**src/rtl/hs_int_add_responder.sv**
```systemverilog
// hs_int_add_responder: stb/ack responder that adds two W-bit operands after LAT cycles and holds the result until acked
module hs_int_add_responder #(
    parameter int W   = 8,
    parameter int LAT = 2,
    parameter bit SAT = 1'b0
) (
    input  logic         clk,
    input  logic         reset,
    input  logic [W-1:0] input_a,
    input  logic [W-1:0] input_b,
    input  logic         input_stb,
    output logic         input_ack,
    output logic [W-1:0] output_z,
    output logic         output_z_stb,
    input  logic         output_z_ack,
    output logic         overflow
);
    typedef enum logic [1:0] {IDLE, COMPUTE, OUT} state_t;
    state_t state, state_n;
    logic [W-1:0] a_r, b_r, a_n, b_n, z_n, s, z_c;
    logic [3:0] cnt, cnt_n;
    logic ack_n, stb_n, ovf_n, ovf_c;
    assign s     = a_r + b_r;
    assign ovf_c = (a_r[W-1] == b_r[W-1]) && (s[W-1] != a_r[W-1]);
    assign z_c   = (SAT && ovf_c) ? (a_r[W-1] ? {1'b1, {(W-1){1'b0}}} : {1'b0, {(W-1){1'b1}}}) : s;
    // next-state and output decisions for the capture / compute / hold handshake
    always_comb begin
        state_n = state;
        a_n     = a_r;
        b_n     = b_r;
        cnt_n   = cnt;
        z_n     = output_z;
        ovf_n   = overflow;
        stb_n   = output_z_stb;
        ack_n   = 1'b0;
        case (state)
            IDLE: if (input_stb) begin
                a_n     = input_a;
                b_n     = input_b;
                ack_n   = 1'b1;
                cnt_n   = 4'(LAT);
                state_n = COMPUTE;
            end
            COMPUTE: if (cnt != 4'd0) cnt_n = cnt - 4'd1;
            else begin
                z_n     = z_c;
                ovf_n   = ovf_c;
                stb_n   = 1'b1;
                state_n = OUT;
            end
            OUT: if (output_z_ack) begin
                stb_n   = 1'b0;
                state_n = IDLE;
            end
            default: state_n = IDLE;
        endcase
    end
    // state and datapath registers; reset discards any in-flight operation
    always_ff @(posedge clk) begin
        if (reset) begin
            state        <= IDLE;
            a_r          <= '0;
            b_r          <= '0;
            cnt          <= '0;
            output_z     <= '0;
            overflow     <= 1'b0;
            output_z_stb <= 1'b0;
            input_ack    <= 1'b0;
        end else begin
            state        <= state_n;
            a_r          <= a_n;
            b_r          <= b_n;
            cnt          <= cnt_n;
            output_z     <= z_n;
            overflow     <= ovf_n;
            output_z_stb <= stb_n;
            input_ack    <= ack_n;
        end
    end
endmodule

```
**config.mk**
```make
export PLATFORM = sky130hd
export DESIGN_NAME = hs_int_add_responder
export DESIGN_NICKNAME = d
export VERILOG_FILES = /design/src/rtl/hs_int_add_responder.sv
export SDC_FILE = /design/constraint.sdc
export NUM_CORES = 1
export LEC_CHECK = 0
export BUFFER_PORTS_ARGS = -buffer_cell sky130_fd_sc_hd__buf_2
export CELL_PAD_IN_SITES_DETAIL_PLACEMENT = 0
export CELL_PAD_IN_SITES_GLOBAL_PLACEMENT = 1
export CORE_UTILIZATION = 43
export CTS_BUF_LIST = sky130_fd_sc_hd__clkbuf_8
export DETAILED_ROUTE_END_ITERATION = 16
export MAX_ROUTING_LAYER = met4
export PLACE_DENSITY_LB_ADDON = 0.05
export SYNTH_ARGS = -nofsm -noshare
export SYNTH_HDL_FRONTEND = slang
export SYNTH_SLANG_ARGS = --single-unit
```
**constraint.sdc**
```tcl
create_clock -name clk -period 2.2 [get_ports clk]
set_input_delay 0.44 -clock clk [delete_from_list [all_inputs] [get_ports clk]]
set_output_delay 0.44 -clock clk [all_outputs]
set_load 0.01 [all_outputs]
```
==> results.txt <==
ANT nets after route - 0
Core area - 0.003363 mm²
Routed vias - 1,228
Crit Path Max Fanout - 3
Die Y - 61.51 µm
Total Neg Setup Slack - 0 ns
Largest family of logic cells by synthesized area - compound AO/OA/AOI/OAI gates
Post-synthesis cell type count - 40
Max stage delay cell, worst path - fa_1
Inst Count DP - 220
Worst R2R End - output_z[6]
Outcome - finished, final reports clean
Final Power - 1.619 mW
Syn-to-layout area delta - 18.24%
Syn avg cell area - 10.29 µm²
Initial antenna violation count - 0
Arr. time, crit path - 2.13 ns
# nets final - 210
Sw power - 0.4840 mW
Mapped Area - 0.001523 mm²
Max-cap viol count - 0
Number of antenna diodes - 0
Pin count of the biggest net entering global routing - 20
Startpoint types - register
CP Capture Type - register
Asr flop ratio synth - 0
Root Buffer Master - clkbuf_8
Clk Latency, worst-skew pair - 0.28 ns
Mux share of post-synthesis cell area - 0.006574
Pint - 1.135 mW
Seq pwr share - 0.454
Layout cells sized above 1 - 0.2802
Post-synth EDFFs - 0
Number of global-route vias before repair - 1,127
Pwr Density - 899.2 mW/mm²
Post-CTS Resized - 0
Xor/xnor cell area share of the yosys netlist - 0.01726
Slew margin rel. - 0.6665
CP cell instances - ha_1 -> fa_1 -> a211o_2 -> a211oi_1 -> o2111ai_1 -> nand3_1
Clock sinks - 33
Hold Path Class - in -> reg
Final setup vio count - 0
Req. time, crit path - 2.43 ns
DIE AREA - 0.003783 mm²
Synth warn - 0
1st-iter DRT viols - 38
Initial Util - 0.4528
Max Fclk - 0.5256 GHz
Setup Buffers After CTS - 0
Min cycle time layout - 1.903 ns
Most used DFF post-synth - dfxtp_1
Clock buffer depth - 2
RSZ-0062 raised after global routing - no
Final wirelength - 3042 µm
Combinational power share - 0.239
Leakage - 0.8208 nW
Critical Setup Path Class - reg -> reg
First drt pass iteration count - 4
Post-Synth Adder-Cell Area - 0.07888
Final HPWL DP - 2211 µm
WP buf/inv - 0
Max-slew violations - 0
Die width - 61.51 µm
Hold endpoint - b_r[2]
Hold path depth - 2
Post-CTS Hold Fix Bufs - 0
First-pass GRT wire length - 5140 µm
Top Ports - 31
Cell Count, Final, Fillers Out - 228
Crit share post-route - 0.8649
Via/cell ratio - 5.386
Worst vdd ir - 0.5162 mV
Post-Synthesis Net Count - 177
Register area share after synthesis - 0.4339
Tightest Pin Transition - 0.4992 ns
Total track usage - 0.2005
Row count - 21
Seq cells post-synth - 33
Min-Delay Startpoint - input_b[2]
Critical Path Max Stage Delay - 0.43 ns
Routability congestion estimate from global placement - 0.8058
Total grt overflow - 0
Flop2flop setup slack - 0.30 ns
Mapped Cells - 148
CTS tree - built
PortBufs - 30
Clock power frac - 0.306
Post-synthesis simple-gate area fraction - 0.1578
Top cell family by delay on the critical path - compound AO/OA/AOI/OAI gates
CTS H-Tree Depth - 2
DR WL/cell - 13.34 µm
R2r worst-path depth - 6
Synth Area in Compound Gates - 0.2679
Num CTS Buffers - 5
Clock-pin slew on the worst setup and hold paths - 0.07 ns
Drt drc - 0
Sw Share - 0.2989
Critical R2R Launch - a_r[0]
Final Hold Vio Count - 0
Worst Skew - 0.004899 ns
## synthesized netlist by cell type, types with 3 or more instances
cell	count	area (µm²)
dfxtp_1	33	660.6
a22o_1	16	140.1
nor2_1	12	45.04
nand2_1	10	37.54
a211oi_1	8	60.06
a21oi_1	8	40.04
ha_1	8	100.1
nand3_1	5	25.02
a211o_2	4	40.04
buf_2	3	15.01
inv_1	3	11.26
## worst max path at each step
| stage | start | endpoint | slack, ns | cells after the start |
|---|---|---|---|---|
| 3_3_place_gp | a_r[0] | output_z[6] | 0.35 | 6 |
| 3_5_place_dp | a_r[0] | output_z[6] | 0.31 | 6 |
| 2_1_floorplan | a_r[0] | output_z[6] | 0.41 | 6 |
| 6_report | a_r[0] | output_z[6] | 0.30 | 6 |
| 4_1_cts | a_r[0] | output_z[6] | 0.30 | 6 |
| 5_1_grt | a_r[0] | output_z[6] | 0.18 | 6 |
## through the flow
stage / area (µm²) / hold WS (ns) / utilization / setup slack (ns)
global placement: 1699 / 0.4364 / 0.5052 / 0.3514
CTS: 1800 / 0.3569 / 0.5353 / 0.3010
floorplan: 1523 / 0.4534 / - / 0.4130
finish: 1800 / 0.3633 / 0.5353 / 0.2973
global route: 1800 / 0.3635 / 0.5353 / 0.1831
detailed placement: 1699 / 0.4473 / 0.5052 / 0.3092
## flip-flops by register name, summed over array words and instances, names as in the netlist
register	flops
overflow	1
a_r	8
output_z_stb	1
state	2
input_ack	1
b_r	8
output_z	8
cnt	4
## worst reg2reg max path, stage by stage, from the launching register on
cell and delay (ns):
dfxtp_1 0.32, ha_1 0.23, fa_1 0.43, a211o_2 0.33
a211oi_1 0.27, o2111ai_1 0.18, nand3_1 0.10
## power groups by stage
stage               clock network (mW)  registers [mW]  logic [mW]
finish                           0.496           0.736       0.388
global route                     0.536           0.750       0.438
global placement                     0           0.743       0.379
detailed placement                   0           0.749       0.389
CTS                              0.506           0.736       0.392
floorplan                            0           0.748       0.294
## per-layer routing
metal	up-vias	global-route usage	wire, µm
li1	627	-	-
met2	31	0.2796	1262
met1	563	0.2609	1566
met3	7	0.07563	165
met4	0	0.07619	47
met5	-	-	0
## area by class of cell
cell class              instances  area (µm²)
clock buffers                   7       96.34
fillers                       352        1563
inverters                       3       11.26
well taps                      46       57.56
clock inverters                 1       5.005
flip-flops and latches         33       660.6
repair buffers                 32       165.2
multi-input cells             106       804.5
## cells in the final DEF, fill, tap and decap left out, drive strengths merged, types with 3 or more instances in the layout
master,n
nand3,5
a211o,6
a21oi,9
buf,32
dfxtp,33
nor2,12
a211oi,8
a22o,16
nand2,11
ha,8
inv,3
clkbuf,7
## logic make-up after synthesis
group,after synthesis
AOI/OAI and AO/OA,50
DFF,33
xor gates and xnor gates,3
buffers and inverters,9
adders and majority gates,9
muxes,1
and+or+nand+nor,43
Power figures use the tool's default switching activity.
